[src/rtl/fp16_pkg.sv]
// Shared field constants, types and operand classification for the FP16 datapath.
package fp16_pkg;

  localparam int unsigned EXP_W  = 5;
  localparam int unsigned FRAC_W = 10;
  localparam int          BIAS   = 15;

  localparam logic [15:0] QNAN    = 16'h7E00;
  localparam logic [15:0] POS_INF = 16'h7C00;

  typedef struct packed {
    logic              sign;
    logic [EXP_W-1:0]  exp;
    logic [FRAC_W-1:0] frac;
  } fp16_t;

  typedef enum logic [2:0] {ClsZero, ClsSub, ClsNorm, ClsInf, ClsNan} fp_class_e;

  function automatic fp_class_e classify(input fp16_t v);
    fp_class_e c;
    if (v.exp == '1) begin
      if (v.frac == '0) c = ClsInf;
      else              c = ClsNan;
    end else if (v.exp == '0) begin
      if (v.frac == '0) c = ClsZero;
      else              c = ClsSub;
    end else begin
      c = ClsNorm;
    end
    return c;
  endfunction

endpackage

[src/rtl/fp16_lzc.sv]
// 10-bit leading-zero counter; an all-zero input reports 10.
module fp16_lzc (
  input  logic [9:0] val_i,
  output logic [3:0] cnt_o
);

  // Scanning upward leaves the count of the highest set bit.
  always_comb begin
    cnt_o = 4'd10;
    for (int i = 0; i < 10; i++) begin
      if (val_i[i]) cnt_o = 4'(9 - i);
    end
  end

endmodule

[src/rtl/fp16_mult.sv]
// Pipelined FP16 multiplier (RNE) with ranks: operands, product, rounded result.
// Define FP16_MULT_SUBNORMAL_EN for gradual underflow; otherwise subnormals flush to zero.
module fp16_mult
  import fp16_pkg::*;
#(
  parameter int unsigned LATENCY = 2
) (
  input  logic        clk,
  input  logic        rst,
  input  logic        in_valid,
  input  logic [15:0] a,
  input  logic [15:0] b,
  output logic        out_valid,
  output logic [15:0] out,
  output logic [3:0]  flags
);

  if (LATENCY != 2) begin : g_latency_check
    $error("fp16_mult supports LATENCY == 2 only");
  end

  logic  v0_q;
  fp16_t a_q, b_q;

  always_ff @(posedge clk or posedge rst) begin
    if (rst) begin
      v0_q <= 1'b0;
      a_q  <= '0;
      b_q  <= '0;
    end else begin
      v0_q <= in_valid;
      if (in_valid) begin
        a_q <= a;
        b_q <= b;
      end
    end
  end

  fp_class_e         cls_a, cls_b;
  logic [10:0]       ma, mb;
  logic signed [6:0] ea, eb;

`ifdef FP16_MULT_SUBNORMAL_EN
  logic [3:0] lz_a, lz_b;

  fp16_lzc u_lzc_a (.val_i(a_q.frac), .cnt_o(lz_a));
  fp16_lzc u_lzc_b (.val_i(b_q.frac), .cnt_o(lz_b));

  always_comb begin
    cls_a = classify(a_q);
    cls_b = classify(b_q);
    ma    = {1'b1, a_q.frac};
    mb    = {1'b1, b_q.frac};
    ea    = $signed({2'b00, a_q.exp});
    eb    = $signed({2'b00, b_q.exp});
    // Moving the leading one into the hidden position gives 1.f x 2^(-lz) in biased terms.
    if (cls_a == ClsSub) begin
      ma = {1'b0, a_q.frac} << (lz_a + 4'd1);
      ea = -$signed({3'b000, lz_a});
    end
    if (cls_b == ClsSub) begin
      mb = {1'b0, b_q.frac} << (lz_b + 4'd1);
      eb = -$signed({3'b000, lz_b});
    end
  end
`else
  always_comb begin
    cls_a = classify(a_q);
    cls_b = classify(b_q);
    if (cls_a == ClsSub) cls_a = ClsZero;
    if (cls_b == ClsSub) cls_b = ClsZero;
    ma = {1'b1, a_q.frac};
    mb = {1'b1, b_q.frac};
    ea = $signed({2'b00, a_q.exp});
    eb = $signed({2'b00, b_q.exp});
  end
`endif

  logic              sign_s1;
  logic signed [6:0] es_s1;
  logic [21:0]       prod_s1;
  logic              spec_hit;
  logic [15:0]       spec_out;
  logic [3:0]        spec_flags;

  assign sign_s1 = a_q.sign ^ b_q.sign;
  assign es_s1   = ea + eb - 7'(BIAS);
  assign prod_s1 = 22'(ma) * 22'(mb);

  always_comb begin
    spec_hit   = 1'b1;
    spec_out   = QNAN;
    spec_flags = 4'b0000;
    if (cls_a == ClsNan || cls_b == ClsNan) begin
      // Only a signalling NaN (quiet bit clear) raises invalid.
      spec_flags[3] = (cls_a == ClsNan && !a_q.frac[9]) || (cls_b == ClsNan && !b_q.frac[9]);
    end else if ((cls_a == ClsInf && cls_b == ClsZero) || (cls_a == ClsZero && cls_b == ClsInf)) begin
      spec_flags = 4'b1000;
    end else if (cls_a == ClsInf || cls_b == ClsInf) begin
      spec_out = POS_INF | {sign_s1, 15'b0};
    end else if (cls_a == ClsZero || cls_b == ClsZero) begin
      spec_out = {sign_s1, 15'b0};
    end else begin
      spec_hit = 1'b0;
    end
  end

  logic              v1_q, sign_q, spec_hit_q;
  logic signed [6:0] es_q;
  logic [21:0]       prod_q;
  logic [15:0]       spec_out_q;
  logic [3:0]        spec_flags_q;

  always_ff @(posedge clk or posedge rst) begin
    if (rst) begin
      v1_q         <= 1'b0;
      sign_q       <= 1'b0;
      es_q         <= '0;
      prod_q       <= '0;
      spec_hit_q   <= 1'b0;
      spec_out_q   <= '0;
      spec_flags_q <= '0;
    end else begin
      v1_q <= v0_q;
      if (v0_q) begin
        sign_q       <= sign_s1;
        es_q         <= es_s1;
        prod_q       <= prod_s1;
        spec_hit_q   <= spec_hit;
        spec_out_q   <= spec_out;
        spec_flags_q <= spec_flags;
      end
    end
  end

  logic [21:0]       norm, aligned;
  logic signed [6:0] exp_n;
  logic              tiny, sticky_x, g, r, s, inexact, rnd_up;
  logic [11:0]       mant_r;
  logic [5:0]        base;
  logic [16:0]       mag;
  logic [15:0]       res;
  logic [3:0]        res_flags;
`ifdef FP16_MULT_SUBNORMAL_EN
  logic [6:0]        sh;
`endif

  always_comb begin
    norm     = prod_q[21] ? prod_q : {prod_q[20:0], 1'b0};
    exp_n    = es_q + $signed({6'b0, prod_q[21]});
    tiny     = (exp_n < 7'sd1);
    aligned  = norm;
    sticky_x = 1'b0;
`ifdef FP16_MULT_SUBNORMAL_EN
    sh = 7'd1 - $unsigned(exp_n);
    if (tiny) begin
      if (sh >= 7'd22) begin
        aligned  = '0;
        sticky_x = |norm;
      end else begin
        aligned  = norm >> sh;
        sticky_x = |(norm & ~({22{1'b1}} << sh));
      end
    end
`endif
    g       = aligned[10];
    r       = aligned[9];
    s       = (|aligned[8:0]) | sticky_x;
    inexact = g | r | s;
    rnd_up  = g & (r | s | aligned[11]);
    mant_r  = {1'b0, aligned[21:11]} + {11'b0, rnd_up};
    // Adding the hidden bit onto (exp-1) lets a rounding carry bump the exponent for free.
    base      = tiny ? 6'd0 : 6'($unsigned(exp_n - 7'sd1));
    mag       = {1'b0, base, 10'b0} + {5'b0, mant_r};
    res       = {sign_q, mag[14:0]};
    res_flags = {3'b000, inexact};
    if (mag >= 17'h07C00) begin
      res       = POS_INF | {sign_q, 15'b0};
      res_flags = 4'b0101;
    end else if (tiny) begin
`ifdef FP16_MULT_SUBNORMAL_EN
      res_flags = {2'b00, inexact, inexact};
`else
      res       = {sign_q, 15'b0};
      res_flags = 4'b0011;
`endif
    end
    if (spec_hit_q) begin
      res       = spec_out_q;
      res_flags = spec_flags_q;
    end
  end

  logic        out_valid_q;
  logic [15:0] out_q;
  logic [3:0]  flags_q;

  always_ff @(posedge clk or posedge rst) begin
    if (rst) begin
      out_valid_q <= 1'b0;
      out_q       <= '0;
      flags_q     <= '0;
    end else begin
      out_valid_q <= v1_q;
      if (v1_q) begin
        out_q   <= res;
        flags_q <= res_flags;
      end
    end
  end

  assign out_valid = out_valid_q;
  assign out       = out_q;
  assign flags     = flags_q;

endmodule

[config.mk]
export PLATFORM = sky130hd
export DESIGN_NAME = fp16_mult
export DESIGN_NICKNAME = d
export VERILOG_FILES = /design/src/rtl/fp16_pkg.sv /design/src/rtl/fp16_lzc.sv /design/src/rtl/fp16_mult.sv
export SDC_FILE = /design/constraint.sdc
export NUM_CORES = 1
export LEC_CHECK = 0
export BUFFER_PORTS_ARGS = -buffer_cell sky130_fd_sc_hd__buf_2
export CORE_ASPECT_RATIO = 0.5
export CORE_MARGIN = 10
export CORE_UTILIZATION = 57
export DETAILED_ROUTE_END_ITERATION = 10
export GPL_TIMING_DRIVEN = 0
export PLACE_DENSITY = 0.89
export SLEW_MARGIN = 20
export SYNTH_ARGS = -nofsm -noshare
export SYNTH_HDL_FRONTEND = slang
export SYNTH_SLANG_ARGS = --single-unit
export TNS_END_PERCENT = 30
[constraint.sdc]
create_clock -name clk -period 4.8 [get_ports clk]
set_clock_uncertainty 0.1 [all_clocks]
set_input_delay 0.96 -clock clk [delete_from_list [all_inputs] [get_ports clk]]
set_output_delay 0.96 -clock clk [all_outputs]
set_load 0.05 [all_outputs]
==> results of run 1 <==
## critical path, cell delays in order (launching register included)
cell      delay [ps]
dfrtp_1          410
buf_4            140
clkbuf_8         140
buf_4            130
nand2_1           90
fa_1             500
inv_1             80
ha_1             140
inv_1             60
fa_1             550
inv_1             50
ha_1             290
fa_1             620
ha_4             240
nor2b_1          140
o21ai_0          280
a21oi_1          210
o211ai_1         340
a21o_1           220
a31oi_4          100
o21ba_4          240
o31a_1           300
## cells in the mapped netlist (6+ instances only)
library cell	instances	area, um^2
inv_1	137	514
nand2_1	94	353
dfrtp_1	90	2250
fa_1	81	1620
ha_1	74	926
nor2_1	48	180
mux2_2	42	473
o21ai_0	40	200
a21oi_1	33	165
and2_1	30	188
clkbuf_1	29	109
xnor2_1	23	201
nand3_1	15	75.1
xor2_1	15	131
mux2i_1	14	140
a21o_1	11	82.6
nand4_1	10	62.6
o22ai_1	9	56.3
a211oi_1	7	52.6
nor2b_1	7	43.8
nor3_1	7	35.0
nor4_1	7	43.8
nand2b_1	6	37.5
## cells by family (layout without fill, tap and decap cells)
family	count (synthesis)	after routing	share of synthesized area
simple gates	246	246	0.144
buf+inv	177	292	0.0797
fa+ha+maj	155	155	0.301
compound gates	131	131	0.0971
flops	90	90	0.266
mux	56	56	0.0725
xor+xnor	38	38	0.0393
other cells	0	1	0
## stage by stage
| step | std cells | area (um^2) | worst slack [ps] | utilization |
|---|---|---|---|---|
| finish | 1207 | 10100 | -733 | 0.697 |
| floorplan | 893 | 8590 | -84.6 | - |
| global route | 1206 | 10100 | -866 | 0.697 |
| CTS | 1197 | 9950 | -352 | 0.686 |
| global placement | 1146 | 9110 | -584 | 0.628 |
| detailed placement | 1147 | 9140 | -716 | 0.630 |
## how the worst max path moves through the flow
stage / from / endpoint / slack, ps
after floorplan: b_q[9]$_DFFE_PP0P_ / prod_q[20]$_DFFE_PP0P_ / -80
after global placement: b_q[6]$_DFFE_PP0P_ / prod_q[21]$_DFFE_PP0P_ / -580
after detailed placement: b_q[6]$_DFFE_PP0P_ / prod_q[20]$_DFFE_PP0P_ / -720
after CTS: a_q[2]$_DFFE_PP0P_ / prod_q[21]$_DFFE_PP0P_ / -350
after global routing: b_q[4]$_DFFE_PP0P_ / prod_q[21]$_DFFE_PP0P_ / -870
final: b_q[4]$_DFFE_PP0P_ / prod_q[21]$_DFFE_PP0P_ / -730
## sequential cells by signal (all words and copies together), names as in the netlist
| register | flops |
|---|---|
| spec_hit_q | 1 |
| v1_q | 1 |
| a_q | 16 |
| out_valid | 1 |
| sign_q | 1 |
| spec_out_q | 3 |
| es_q | 7 |
| b_q | 16 |
| v0_q | 1 |
| spec_flags_q | 1 |
| prod_q | 22 |
| out | 16 |
| flags | 4 |
## metal layers
| metal | global-route usage | wire length (um) | up-vias | part of all wire |
|---|---|---|---|---|
| met2 | 0.395 | 12100 | 605 | 0.46 |
| met5 | 0 | 0 | - | 0 |
| met4 | 0.101 | 1530 | 0 | 0.058 |
| li1 | - | - | 3155 | - |
| met3 | 0.0607 | 3130 | 167 | 0.12 |
| met1 | 0.296 | 9740 | 3616 | 0.37 |
## what timing repair did
item / CTS / global route
pin swaps: 34 / 29
gates cloned: 1 / 0
hold buffers: 0 / 0
gates resized for setup: 62 / 25
hold endpoints to repair: 0 / 0
buffers inserted: 35 / 10
endpoints found under the setup margin: 13 / 13
## area by class of cell
class,count,area (um^2),area share
clock inverters,7,81.3,0.00804
diodes,1,2.50,0.000247
plain buffers,37,283,0.0279
well taps,198,248,0.0245
repair buffers,102,679,0.0672
flip-flops and latches,90,2260,0.223
inverters,137,520,0.0514
clock buffers,9,225,0.0223
multi-input cells,626,5820,0.575
==> reports/qor.yml, run 1 <==
status: "complete, but fails checks"
failed_checks: "setup timing"
synth_edf_count: 0
htree_levels: 3
r2r_end: "prod_q[21]$_DFFE_PP0P_"
syn_area_um2: 8460
area_growth_pct: 19.6
dieHeight_um: 106
grt_max_degree: 59
track_usage: 0.240
cp.arrival_ps: 5660
rsz0062_at_grt: "true"
clock_latency_ps: 360
ys_seq_area_frac: 0.266
hpwl_mm: 16.2
drv_slew: 0
die_w_um: 192
grt.overflow.total: 0
r2r_slack_ps: -730
crit_required_ps: 4930
fin_ws_ps: -733
maxCapViolCount: 0
fmax_ghz: 0.181
synth_cell_type_count: 57
grt_pass1_vias: 7447
cts_tree: "done"
routedWlPerCell_um: 21.9
io-pin-count: 56
synth_area_per_cell_um2: 9.48
hold_start: "v1_q$_DFF_PP0_"
crit_type: "reg2reg"
die_area_um2: 20400
initialDrtViolationCount: 899
final_nets: 1193
wl_mm: 26.5
syn_nets: 1083
vias_per_cell: 6.25
layout_commonest_cell: "inv_1"
yosysWarnings: 0
rows: 31
synthCells: 893
r2r-start: "b_q[4]$_DFFE_PP0P_"
path_clk_slew_ps: 70
finalHoldViolations: 0
start_kind: "flip-flop"
hp-class: "reg2reg"
gp_congestion: 0.962
antenna_found_initial: 1
setup_tns_ps: -5870
cts.sinks: 90
io_buffers: 55
finalCriticalPeriod_ps: 5530
hold_depth: 0
cp-end-kind: "flip-flop"
nFillCells: 891
final_cell_mix: "122 x inv_1, 92 x nand2_1, 83 x dfrtp_1"
ys.flop_type: "dfrtp_1"
start_util: 0.583
synth-seq-cells: 90
ant_nets: 0
setup_viol: 13
tightest_slew_ps: 759
num_vias: 7543
grt_first_pass_wirelength_mm: 39.2
drc: 0
slew-limit-headroom: 0.494
holdPathEnd: "out_valid$_DFF_PP0_"
dr.pass1.iters: 5
r2r_cells: 21
period_share: 1.15
cts-root-buf: "clkbuf_16"
holdWs_ps: 323
clock_path_buffers: 2
async_reset_ff_frac: 1.00
critPathMaxFanout: 4
drive_gt1_frac: 0.251
cts_buffers: 9
core-area_um2: 14500
Power of run 1 is left out: the tool's default activity adds up to more than one toggle a clock period on the data nets, which glitch-free logic cannot reach.
==> inputs of run 2 (changes only) <==
clock period = 4.7 ns   (was 4.8 ns; I/O delays follow)
==> reports/qor.yml, run 2 (same netlist as run 1, synthesis figures left out) <==
layout_commonest_cell: "inv_1"  # unchanged
hold_depth: 0  # unchanged
die_w_um: 192  # unchanged
hpwl_mm: 16.2  # unchanged
grt_first_pass_wirelength_mm: 39.4  # was 39.2 mm
crit_type: "reg2reg"  # unchanged
clock_latency_ps: 360  # about the same
cts-root-buf: "clkbuf_16"  # unchanged
cts.sinks: 90  # unchanged
r2r-start: "a_q[2]$_DFFE_PP0P_"  # was b_q[4]$_DFFE_PP0P_
crit_family: "adder cells"  # unchanged
setup_viol: 13  # unchanged
vias_per_cell: 6.34  # was 6.25
cp_cell_sequence: "buf_8 > buf_4 > nand2_1 > fa_1 > inv_1 > fa_1 > fa_1 > fa_1 > inv_2 > fa_1 > inv_2 > ha_4 > and3_4 > a21oi_4 > o31ai_4 > nand4_1 > nand4_1 > a31oi_1 > xnor2_1 > mux2_4"  # was buf_4 > clkbuf_8 > buf_4 > nand2_1 > fa_1 > inv_1 > ha_1 > inv_1 > fa_1 > inv_1 > ha_1 > fa_1 > ha_4 > nor2b_1 > o21ai_0 > a21oi_1 > o211ai_1 > a21o_1 > a31oi_4 > o21ba_4 > o31a_1
final_cell_mix: "124 x inv_1, 89 x nand2_1, 83 x dfrtp_1"  # was 122 x inv_1, 92 x nand2_1, 83 x dfrtp_1
io-pin-count: 56  # unchanged
fmax_ghz: 0.183  # was 0.181 GHz
gp_congestion: 0.962  # unchanged
area_growth_pct: 20.7  # was 19.6%
layoutNonFillerInstCount: 1202  # was 1207
failed_checks: "setup timing"  # unchanged
setup_tns_ps: -5460  # was -5870 ps
holdPathEnd: "v1_q$_DFF_PP0_"  # was out_valid$_DFF_PP0_
drc: 0  # unchanged
cp.arrival_ps: 5610  # was 5660 ps
dieHeight_um: 106  # unchanged
r2r_slack_ps: -760  # was -730 ps
routedWlPerCell_um: 22.9  # was 21.9 um
path_clk_slew_ps: 70  # about the same
fin_ws_ps: -757  # was -733 ps
clock_path_buffers: 2  # unchanged
hold_buffers: 0  # unchanged
top_register: "prod_q"  # unchanged
cts_buffers: 9  # unchanged
antenna_cells: 0  # was 1
crit_buf_inv: 5  # was 6
start_util: 0.583  # unchanged
rows: 31  # unchanged
final_nets: 1189  # was 1193
period_share: 1.16  # was 1.15
tightest_slew_ps: 759  # about the same
grt_pass1_vias: 7448  # was 7447
die_area_um2: 20400  # unchanged
cts_tree: "done"  # unchanged
crit_required_ps: 4850  # was 4930 ps
r2r_cells: 20  # was 21
core-area_um2: 14500  # unchanged
grt.overflow.total: 0  # unchanged
finalHoldViolations: 0  # unchanged
r2r_end: "prod_q[20]$_DFFE_PP0P_"  # was prod_q[21]$_DFFE_PP0P_
critPathMaxFanout: 6  # was 4
track_usage: 0.242  # was 0.240
num_vias: 7619  # was 7543
drv_slew: 0  # unchanged
crit_path_max_incr_delay_ps: 590  # was 620 ps
path_common_cell: "fa_1"
pre_cts_slack_ps: -816  # was -716 ps
slew-limit-headroom: 0.494  # about the same
status: "complete, but fails checks"  # unchanged
largest_reg_flops: 22  # unchanged
wl_mm: 27.5  # was 26.5 mm
holdWs_ps: 318  # was 323 ps
rsz0062_at_grt: "true"  # unchanged
hold_start: "v0_q$_DFF_PP0_"  # was v1_q$_DFF_PP0_
htree_levels: 3  # unchanged
antenna_found_initial: 0  # was 1
drive_gt1_frac: 0.263  # was 0.251
ant_nets: 0  # unchanged
io_buffers: 55  # unchanged
dr.pass1.iters: 7  # was 5
initialDrtViolationCount: 869  # was 899
start_kind: "flip-flop"  # unchanged
cp-end-kind: "flip-flop"  # unchanged
maxCapViolCount: 0  # unchanged
placed_cells: 1147  # unchanged
grt_max_degree: 59  # unchanged
hp-class: "reg2reg"  # unchanged
finalCriticalPeriod_ps: 5460  # was 5530 ps
crit_start: "a_q[2]$_DFFE_PP0P_"  # was b_q[4]$_DFFE_PP0P_
slowest_stage: "fa_1"  # unchanged
-- run 2: cell count changes in the layout (fill, tap and decap cells not counted), moves of 5 or more --
cell / change
a21oi_2: +5
a21oi_1: -5
buf_4: -5
clkbuf_8: -6
buf_8: +7
-- run 2: repair_timing --
item                                    CTS  global route
endpoints found under the setup margin   13            23
resized for setup                        63            49
buffers inserted                         35             6
gates cloned                              1             0
pin swaps                                35            17
-- run 2: routing by layer --
layer	part of all wire	GRT usage	vias to the layer above	wire, um
li1	-	-	3151	-
met1	0.36	0.297	3603	9780
met2	0.44	0.398	649	12100
met3	0.13	0.0629	216	3470
met4	0.079	0.105	0	2160
met5	0	0	-	0
-- run 2: layout make-up --
class	instances	area, um^2
Clock buffer	9	225
Clock inverter	7	81.3
Inverter	137	520
Fill cell	859	4290
Buffer	37	300
Tap cell	198	248
Timing Repair Buffer	98	654
Multi-Input combinational cell	626	5920
Sequential cell	90	2260
-- run 2: worst max-delay path by stage --
stage	to	slack (ps)	cells after the start
after floorplan	prod_q[20]$_DFFE_PP0P_	-180	19
after global placement	prod_q[21]$_DFFE_PP0P_	-680	17
after global routing	prod_q[20]$_DFFE_PP0P_	-790	20
final	prod_q[20]$_DFFE_PP0P_	-760	20
after detailed placement	prod_q[20]$_DFFE_PP0P_	-820	19
after CTS	prod_q[21]$_DFFE_PP0P_	-450	18
-- run 2: through the flow --
step / instance area [um^2] / utilization
4_1_cts: 9960 / 0.687
3_5_place_dp: 9140 / 0.630
2_1_floorplan: 8590 / -
5_1_grt: 10200 / 0.704
3_3_place_gp: 9110 / 0.628
6_report: 10200 / 0.704
Power of run 2 is left out for the same reason.
==> inputs of run 3 (changes only) <==
CORE_UTILIZATION = 55   (was 57)
PLACE_DENSITY = 0.86   (was 0.89)
clock period = 4.9 ns   (was 4.7 ns; I/O delays follow)
==> reports/qor.yml, run 3 (same netlist as run 1, synthesis figures left out) <==
path_clk_slew_ps: 60  # was 70 ps
largest_reg_flops: 22  # unchanged
grt_max_degree: 61  # was 59
r2r_cells: 18  # was 20
clock_latency_ps: 350  # was 360 ps
cts.sinks: 90  # unchanged
nFillCells: 982  # was 859
wl_mm: 24.8  # was 27.5 mm
r2r_end: "prod_q[21]$_DFFE_PP0P_"  # was prod_q[20]$_DFFE_PP0P_
layout_commonest_cell: "inv_1"  # unchanged
num_vias: 7230  # was 7619
crit_type: "reg2reg"  # unchanged
drive_gt1_frac: 0.248  # was 0.263
gp_congestion: 0.938  # was 0.962
cp.arrival_ps: 5350  # was 5610 ps
top_register: "prod_q"  # unchanged
hold_depth: 0  # unchanged
grt_first_pass_wirelength_mm: 39.2  # was 39.4 mm
cts-root-buf: "clkbuf_16"  # unchanged
path_common_cell: "fa_1"  # unchanged
cp-end-kind: "flip-flop"  # unchanged
drv_slew: 0  # unchanged
holdPathEnd: "v1_q$_DFF_PP0_"  # unchanged
fmax_ghz: 0.192  # was 0.183 GHz
r2r-start: "a_q[2]$_DFFE_PP0P_"  # unchanged
tightest_slew_ps: 665  # was 759 ps
r2r_slack_ps: -320  # was -760 ps
crit_path_max_incr_delay_ps: 510  # was 590 ps
slowest_stage: "fa_1"  # unchanged
holdWs_ps: 307  # was 318 ps
hold_buffers: 0  # unchanged
io_buffers: 55  # unchanged
ant_nets: 0  # unchanged
initialDrtViolationCount: 631  # was 869
start_util: 0.573  # was 0.583
finalHoldViolations: 0  # unchanged
rows: 31  # unchanged
layout.area.seq_um2: 2270  # was 2260 um^2
antenna_cells: 0  # unchanged
dieHeight_um: 108  # was 106 um
core-area_um2: 14800  # was 14500 um^2
final_cell_mix: "122 x inv_1, 92 x nand2_1, 78 x dfrtp_1"  # was 124 x inv_1, 89 x nand2_1, 83 x dfrtp_1
drc: 0  # unchanged
critPathMaxFanout: 5  # was 6
area_growth_pct: 18.0  # was 20.7%
multi_input_area_um2: 5830  # was 5920 um^2
grt_pass1_vias: 7524  # was 7448
cp_cell_sequence: "buf_8 > and2_4 > fa_1 > inv_2 > fa_1 > inv_1 > fa_2 > fa_1 > inv_1 > fa_1 > inv_2 > ha_4 > or3_4 > o211ai_1 > a21o_1 > a31oi_2 > o21ba_4 > o31a_1"  # was buf_8 > buf_4 > nand2_1 > fa_1 > inv_1 > fa_1 > fa_1 > fa_1 > inv_2 > fa_1 > inv_2 > ha_4 > and3_4 > a21oi_4 > o31ai_4 > nand4_1 > nand4_1 > a31oi_1 > xnor2_1 > mux2_4
final_nets: 1177  # was 1189
clock_path_buffers: 2  # unchanged
failed_checks: "setup timing"  # unchanged
crit_required_ps: 5030  # was 4850 ps
vias_per_cell: 6.08  # was 6.34
htree_levels: 3  # unchanged
fin_ws_ps: -317  # was -757 ps
slew-limit-headroom: 0.557  # was 0.494
cts_buffers: 9  # unchanged
start_kind: "flip-flop"  # unchanged
finalCriticalPeriod_ps: 5220  # was 5460 ps
routedWlPerCell_um: 20.8  # was 22.9 um
setup_tns_ps: -2100  # was -5460 ps
setup_viol: 9  # was 13
status: "complete, but fails checks"  # unchanged
period_share: 1.06  # was 1.16
track_usage: 0.229  # was 0.242
cts_tree: "done"  # unchanged
io-pin-count: 56  # unchanged
grt.overflow.total: 0  # unchanged
hpwl_mm: 16.8  # was 16.2 mm
die_w_um: 195  # was 192 um
hold_start: "v0_q$_DFF_PP0_"  # unchanged
antenna_found_initial: 0  # unchanged
maxCapViolCount: 0  # unchanged
hp-class: "reg2reg"  # unchanged
rsz0062_at_grt: "true"  # unchanged
dr.pass1.iters: 8  # was 7
die_area_um2: 21000  # was 20400 um^2
==> run 3: metrics by stage <==
step	setup WS (ps)	cells	cell area (um^2)	util
finish	-317	1190	9980	0.676
global route	-420	1190	9980	0.676
CTS	-181	1187	9900	0.670
detailed placement	-625	1147	9120	0.617
global placement	-495	1146	9090	0.615
floorplan	-23.0	893	8570	-
==> run 3: final cells by class <==
class | instances | share of cell area
buffer | 35 | 0.0269
clock buffer | 12 | 0.0267
clock inverter | 4 | 0.00338
multi-input combinational | 626 | 0.584
inverter | 137 | 0.0530
sequential | 90 | 0.227
tap | 198 | 0.0248
timing repair buffer | 88 | 0.0544
==> run 3: worst max path at each step <==
stage | from | to | slack [ps] | cells past startpoint
after CTS | a_q[2]$_DFFE_PP0P_ | prod_q[21]$_DFFE_PP0P_ | -180 | 18
after floorplan | b_q[9]$_DFFE_PP0P_ | prod_q[20]$_DFFE_PP0P_ | -20 | 19
after global placement | b_q[6]$_DFFE_PP0P_ | prod_q[17]$_DFFE_PP0P_ | -490 | 18
after detailed placement | b_q[6]$_DFFE_PP0P_ | prod_q[17]$_DFFE_PP0P_ | -620 | 18
final | a_q[2]$_DFFE_PP0P_ | prod_q[21]$_DFFE_PP0P_ | -320 | 18
after global routing | a_q[7]$_DFFE_PP0P_ | prod_q[17]$_DFFE_PP0P_ | -420 | 16
==> run 3: layer usage <==
layer / vias to the layer above / part of all wire / track usage
li1: 3121 / - / -
met1: 3511 / 0.39 / 0.274
met2: 467 / 0.47 / 0.385
met3: 131 / 0.096 / 0.0591
met4: 0 / 0.048 / 0.0959
met5: - / 0 / 0
==> run 3: what timing repair did <==
| action | CTS | global route |
|---|---|---|
| pin swaps | 43 | 19 |
| cloned | 2 | 0 |
| endpoints found under the setup margin | 12 | 11 |
| setup buffers | 27 | 3 |
| gates resized for setup | 83 | 19 |
==> run 3: worst max-delay path: cells and delay by family (launching register included) <==
family | cells | cell delay, ps
compound gates | 5 | 1050
buf+inv | 5 | 400
flops | 1 | 450
fa+ha+maj | 6 | 2570
simple gates | 2 | 530
Power of run 3 is left out for the same reason.
